$ cat src/rtl/rr_arb_mux_pkg.sv
// Shared helpers for the arbitrating mux and related arbiters.
package rr_arb_mux_pkg;

    // Ceiling log2, usable in parameter/localparam expressions.
    function automatic int clog2(input int n);
        int r;
        r = 0;
        while ((1 << r) < n) r++;
        return r;
    endfunction

    // One-hot (up to 16 wide) to binary index; zero input yields index 0.
    function automatic logic [3:0] onehot2idx(input logic [15:0] oh);
        logic [3:0] r;
        r = '0;
        for (int i = 0; i < 16; i++)
            if (oh[i]) r = r | 4'(i);
        return r;
    endfunction

endpackage

$ cat src/rtl/rr_arb_mux_if.sv
// Handshake bundle between N input streams and the merged output stream.
interface rr_arb_mux_if #(
    parameter int NUM_IN    = 4,
    parameter int BIT_WIDTH = 32
);
    localparam int SEL_WIDTH = rr_arb_mux_pkg::clog2(NUM_IN);

    logic [NUM_IN-1:0]           in_valid;
    logic [NUM_IN*BIT_WIDTH-1:0] in_data;
    logic [NUM_IN-1:0]           in_last;
    logic [NUM_IN-1:0]           in_ready;
    logic                        out_valid;
    logic [BIT_WIDTH-1:0]        out_data;
    logic                        out_last;
    logic [SEL_WIDTH-1:0]        out_sel;
    logic                        out_ready;

    // Seen from the mux: consumes the input streams, produces the output stream.
    modport slave (
        input  in_valid, in_data, in_last, out_ready,
        output in_ready, out_valid, out_data, out_last, out_sel
    );

    // Seen from the environment driving the inputs and draining the output.
    modport master (
        output in_valid, in_data, in_last, out_ready,
        input  in_ready, out_valid, out_data, out_last, out_sel
    );
endinterface

$ cat src/rtl/rr_arb_mux_arbiter.sv
// Round-robin arbiter with optional packet lock. Grant is combinational;
// the rotation pointer and lock state advance only on an accepted beat.
module rr_arbiter
    import rr_arb_mux_pkg::*;
#(
    parameter int NUM_IN = 4,
    localparam int SEL_WIDTH = clog2(NUM_IN)
) (
    input  logic                 clk,
    input  logic                 rst,
    input  logic [NUM_IN-1:0]    req,
    input  logic                 advance,  // granted beat accepted this cycle
    input  logic                 lock,     // accepted beat opens/continues a packet
    output logic [NUM_IN-1:0]    gnt,
    output logic [SEL_WIDTH-1:0] gnt_idx
);

    logic [SEL_WIDTH-1:0] ptr;
    logic                 locked;
    logic [SEL_WIDTH-1:0] lock_ch;
    logic [NUM_IN-1:0]    srch;
    logic                 found;
    logic [SEL_WIDTH-1:0] idx;

    // First requester after ptr, wrapping modulo NUM_IN; never touches indices >= NUM_IN.
    always_comb begin
        srch  = '0;
        found = 1'b0;
        idx   = '0;
        for (int k = 1; k <= NUM_IN; k++) begin
            idx = SEL_WIDTH'((int'(ptr) + k) % NUM_IN);
            if (!found && req[idx]) begin
                srch[idx] = 1'b1;
                found     = 1'b1;
            end
        end
    end

    // A held packet pins the grant to its channel even when that channel idles.
    always_comb begin
        gnt = srch;
        if (locked) begin
            gnt          = '0;
            gnt[lock_ch] = 1'b1;
        end
    end

    assign gnt_idx = SEL_WIDTH'(onehot2idx(16'(gnt)));

    // Rotate priority to just past the last winner; track packet ownership.
    always_ff @(posedge clk) begin
        if (rst) begin
            ptr     <= SEL_WIDTH'(NUM_IN - 1);
            locked  <= 1'b0;
            lock_ch <= '0;
        end else if (advance) begin
            ptr    <= gnt_idx;
            locked <= lock;
            if (lock) lock_ch <= gnt_idx;
        end
    end

endmodule

$ cat src/rtl/rr_arb_mux.sv
// N-input round-robin arbitrating mux with a registered output stage.
// One beat per cycle when downstream keeps out_ready high.
module rr_arb_mux
    import rr_arb_mux_pkg::*;
#(
    parameter int BIT_WIDTH = 32,
    parameter int NUM_IN    = 4,
    parameter int LOCK_EN   = 1
) (
    input  logic         clk,
    input  logic         rst,
    rr_arb_mux_if.slave  bus
);

    localparam int SEL_WIDTH = clog2(NUM_IN);

    logic [NUM_IN-1:0][BIT_WIDTH-1:0] ch_data;
    logic [NUM_IN-1:0]                gnt;
    logic [SEL_WIDTH-1:0]             gnt_idx;
    logic                             free;
    logic                             any_v;
    logic                             xfer_in;
    logic                             lock;

    assign ch_data = bus.in_data;
    assign free    = !bus.out_valid || bus.out_ready;
    assign any_v   = |bus.in_valid;

    // Ready only goes to the granted channel, and never while in reset.
    assign bus.in_ready = (free && any_v && !rst) ? gnt : '0;
    assign xfer_in      = |(bus.in_valid & bus.in_ready);

    // Only a non-final beat holds the grant, and only when locking is built in.
    assign lock = (LOCK_EN != 0) && !bus.in_last[gnt_idx];

    rr_arbiter #(.NUM_IN(NUM_IN)) u_arb (
        .clk     (clk),
        .rst     (rst),
        .req     (bus.in_valid),
        .advance (xfer_in),
        .lock    (lock),
        .gnt     (gnt),
        .gnt_idx (gnt_idx)
    );

    // Output register: load on accept (replacing any beat leaving), clear when drained.
    always_ff @(posedge clk) begin
        if (rst) begin
            bus.out_valid <= 1'b0;
            bus.out_data  <= '0;
            bus.out_last  <= 1'b0;
            bus.out_sel   <= '0;
        end else if (xfer_in) begin
            bus.out_valid <= 1'b1;
            bus.out_data  <= ch_data[gnt_idx];
            bus.out_last  <= bus.in_last[gnt_idx];
            bus.out_sel   <= gnt_idx;
        end else if (bus.out_valid && bus.out_ready) begin
            bus.out_valid <= 1'b0;
        end
    end

endmodule

$ cat src/flat_wrapper.sv
// flat-port wrapper written by rule: the top's interface ports become plain ports
module rr_arb_mux_flat import rr_arb_mux_pkg::*;
#(
    parameter int BIT_WIDTH = 32,
    parameter int NUM_IN    = 4,
    parameter int LOCK_EN   = 1
)
  (clk, rst, bus_in_valid, bus_in_data, bus_in_last, bus_out_ready, bus_in_ready, bus_out_valid, bus_out_data, bus_out_last, bus_out_sel);
  rr_arb_mux_if #(.NUM_IN(NUM_IN), .BIT_WIDTH(BIT_WIDTH)) bus_i ();
  input  logic clk;
  input  logic rst;
  input wire logic [$bits(bus_i.in_valid)-1:0] bus_in_valid;
  input wire logic [$bits(bus_i.in_data)-1:0] bus_in_data;
  input wire logic [$bits(bus_i.in_last)-1:0] bus_in_last;
  input wire logic [$bits(bus_i.out_ready)-1:0] bus_out_ready;
  output wire logic [$bits(bus_i.in_ready)-1:0] bus_in_ready;
  output wire logic [$bits(bus_i.out_valid)-1:0] bus_out_valid;
  output wire logic [$bits(bus_i.out_data)-1:0] bus_out_data;
  output wire logic [$bits(bus_i.out_last)-1:0] bus_out_last;
  output wire logic [$bits(bus_i.out_sel)-1:0] bus_out_sel;
  assign bus_i.in_valid = bus_in_valid;
  assign bus_i.in_data = bus_in_data;
  assign bus_i.in_last = bus_in_last;
  assign bus_i.out_ready = bus_out_ready;
  assign bus_in_ready = bus_i.in_ready;
  assign bus_out_valid = bus_i.out_valid;
  assign bus_out_data = bus_i.out_data;
  assign bus_out_last = bus_i.out_last;
  assign bus_out_sel = bus_i.out_sel;
  rr_arb_mux #(.BIT_WIDTH(BIT_WIDTH), .NUM_IN(NUM_IN), .LOCK_EN(LOCK_EN)) u_core (.clk(clk), .rst(rst), .bus(bus_i));
endmodule
$ cat config.mk
export PLATFORM = sky130hd
export DESIGN_NAME = rr_arb_mux_flat
export DESIGN_NICKNAME = d
export VERILOG_FILES = /design/src/rtl/rr_arb_mux_pkg.sv /design/src/rtl/rr_arb_mux_if.sv /design/src/rtl/rr_arb_mux_arbiter.sv /design/src/rtl/rr_arb_mux.sv /design/src/flat_wrapper.sv
export SDC_FILE = /design/constraint.sdc
export NUM_CORES = 1
export LEC_CHECK = 0
export ABC_AREA = 1
export ABC_CLOCK_PERIOD_IN_PS = 4500
export CAP_MARGIN = 20
export CORE_MARGIN = 5
export CORE_UTILIZATION = 38
export CTS_BUF_LIST = sky130_fd_sc_hd__clkbuf_4
export DETAILED_ROUTE_END_ITERATION = 8
export GPL_TIMING_DRIVEN = 0
export HOLD_SLACK_MARGIN = 0.12
export PLACE_DENSITY = 0.79
export SYNTH_ARGS = -nofsm -noshare
export SYNTH_HDL_FRONTEND = slang
export SYNTH_HIERARCHICAL = 1
export SYNTH_SLANG_ARGS = --single-unit
$ cat constraint.sdc
create_clock -name clk -period 4.5 [get_ports clk]
set_clock_uncertainty 0.2 [all_clocks]
set_input_delay 0.9 -clock clk [delete_from_list [all_inputs] [get_ports clk]]
set_output_delay 0.9 -clock clk [all_outputs]
set_load 0.02 [all_outputs]
==> results.txt <==
Post-synth top flop = dfxtp_1
Largest net degree at the start of global routing = 13
Commonest non-fill, non-tap cell in the layout = clkdlybuf4s50_1
Ys Warns = 6
Most frequent cells in the layout = 178 x clkdlybuf4s50_1, 133 x nor2_1, 93 x nand2_1
Core Footprint = 8590 um^2
Met1 wire length = 4.83 mm
Switching Fraction = 54.3%
Clock Tree Buf Depth = 2
Placed instance area = 5230 um^2
Total CTS buffers = 5
Metal3 WL = 1.14 mm
Slowest Stage Delay on Critical Path = 0.64 ns
Simple-Gate Fraction of Synth Area = 38.1%
Die area = 10,700 um^2
Post-Synthesis Net Count = 694
CTS clk-pin slew, worst paths = 0.11 ns
Mapped Cells = 547
Clock period minus worst slack = 4.24 ns
RSZ-0062 raised after global routing = false
Total net switching power = 1820 uW
Fin. Hold Viols = 0
Async SR Flop Fraction = 0%
Post-DRT Antenna Nets = 0
Diodes inserted = 0
Cell Chain, Critical Path = clkdlybuf4s50_1 -> inv_1 -> nand2_1 -> nand3_1 -> nand2_1 -> nand3_1 -> nand2_1 -> inv_1 -> nand3_2 -> nand2_2 -> nand2_4 -> inv_1 -> nor2_1 -> clkdlybuf4s50_1
CP Data Required Time = 3.40 ns
Placer Congestion = 0.894
Drt drc = 0
Layout cells sized above 1 = 8.61%
Number of max-slew violations in the final report = 0
WP buf/inv = 5
Drt initial violations = 243
CTS Sinks = 41
Setup TNS Final = 0 ns
Clock Latency Late Sink = 0.34 ns
Measured slew at the worst slew-check pin = 0.485 ns
Layout area overhead = 60.1%
Run status = complete, no violations
Class of the worst hold path = reg -> reg
Crit path arrival time = 3.14 ns
Total GRT Usage = 24.1%
I/O Buffers = 178
FP Rows = 34
Boundary pin count = 179
WL/cell = 15.4 um
Overall die width = 103 um
Pleak = 0.00237 uW
CP Max Fanout = 5
Mux share of post-synthesis cell area = 0%
Final wirelength = 12.9 mm
Root buf cell = clkbuf_4
MaxCap Viol Count = 0
Vias = 4,285
Cell area after synthesis = 3310 um^2
Crit. End Element = output pin
Via density = 5.10
Sequential power share = 15.4%
Largest delay share family, worst path = buffers and inverters
Final period utilization = 94.3%
GRT overflow = 0
Core Util, Final = 61.7%
Combinational Power Share = 77.7%
H-tree levels = 2
F_max = 236 MHz
Synth Area in XOR/XNOR = 0%
Vias in the first global route = 4,390
Post-Place Cells = 833
Post-synth EDFFs = 0
Synth Area in Adders = 3.02%
CP max-delay cell = clkdlybuf4s50_1
DRT Pass-1 Iters = 5
Synth cell types = 34
Die height = 103 um
Post-layout nets = 879
PD cells = 633 nW/um^2
Initial antenna violation count = 0
Setup Fix Bufs, Post-CTS = 0
Slew HR = 67.7%
Clock share of power = 6.8%
Yosys reg bits = 41
Initial Util = 38.6%
Max Used Layer = met4
Fillers = 807
Syn avg cell area = 6.06 um^2
CTS tree = built
Detailed placer's ending HPWL = 10.7 mm
Main combinational cell family by area after synthesis = simple AND/OR/NAND/NOR gates
Fin area = 5300 um^2
Global-route wire length before repair = 20.3 mm
Crit path kind = in -> out
Register area share after synthesis = 24.8%
CP startpoint kind = input pin
P_int = 1540 uW
VDD IR max = 431 uV
DR WL met2 = 6.55 mm
Compound-cell area share of the yosys netlist = 19.6%
Final setup vio count = 0
Cell Count, Final, Fillers Out = 840
cell usage after synthesis, drive strengths merged (2+ instances only):
| cell type | count | area, um^2 |
|---|---|---|
| a21oi | 8 | 51.3 |
| buf | 17 | 146 |
| clkbuf | 13 | 70.1 |
| dfxtp | 41 | 821 |
| ha | 8 | 100 |
| inv | 66 | 260 |
| nand2 | 106 | 455 |
| nand3 | 25 | 155 |
| nand4 | 4 | 25.0 |
| nor2 | 145 | 603 |
| nor3 | 2 | 10.0 |
| o21ai | 76 | 388 |
| o22ai | 32 | 200 |
repair_timing:
| action | in CTS | in global routing |
|---|---|---|
| gates resized for setup | 0 | 1 |
| endpoints found under the setup margin | 0 | 2 |
| hold buffers | 0 | 0 |
sequential cells by signal (all words and copies together) (netlist names):
register	cells
u_core/u_arb/ptr	2
u_core/u_arb/locked	1
u_core/bus.out_last	1
u_core/bus.out_sel	2
u_core/bus.out_data	32
u_core/bus.out_valid	1
u_core/u_arb/lock_ch	2
metrics by stage:
step	worst slack [ns]	hold slack (ns)	total power, uW
floorplan	1.37	0.248	2240
global placement	0.317	0.270	3020
detailed placement	0.211	0.284	3080
CTS	0.222	0.303	3320
global route	0.0543	0.331	3650
finish	0.256	0.301	3360
worst min-delay path, cell delays in order (launching register included):
cell and delay (ns):
dfxtp_1 0.34, nor2_2 0.09, nor2_1 0.04
layout make-up:
type / count / area, um^2 / area share, %
multi-input combinational: 409 / 2010 / 37.9
inverter: 67 / 264 / 4.98
clock inverter: 2 / 35.0 / 0.661
sequential: 41 / 822 / 15.5
timing repair buffer: 178 / 1780 / 33.6
tap: 108 / 135 / 2.55
clock buffer: 5 / 37.5 / 0.708
buffer: 30 / 216 / 4.08
final timing paths:
check        slack, ns  cells after the start                              endpoint                                  from
max               0.26                     14                       bus_in_ready[3]                       bus_in_valid[1]
min               0.30                      2  u_core/bus.out_data[18]$_SDFFE_PP0P_  u_core/bus.out_data[18]$_SDFFE_PP0P_
max reg2reg       0.69                     23  u_core/u_arb/lock_ch[1]$_SDFFE_PP0P_      u_core/u_arb/ptr[0]$_SDFFE_PP1P_
min reg2reg       0.30                      2  u_core/bus.out_data[18]$_SDFFE_PP0P_  u_core/bus.out_data[18]$_SDFFE_PP0P_
power groups by stage:
stage,clock (uW),sequential [uW],combinational [uW]
finish,229,518,2610
global route,251,530,2870
CTS,234,519,2570
detailed placement,0,526,2560
global placement,0,523,2500
floorplan,0,611,1630
per-layer routing:
layer / vias to the layer above / global-route usage (%)
li1: 2114 / -
met1: 1945 / 25.7
met2: 194 / 44.5
met3: 32 / 7.44
met4: 0 / 8.57
met5: - / 0
cell families after synthesis:
family / count (synthesis)
buf+inv: 97
flops: 41
compound gates: 117
fa+ha+maj: 8
simple gates: 284
(Power assumes the default switching activity.)
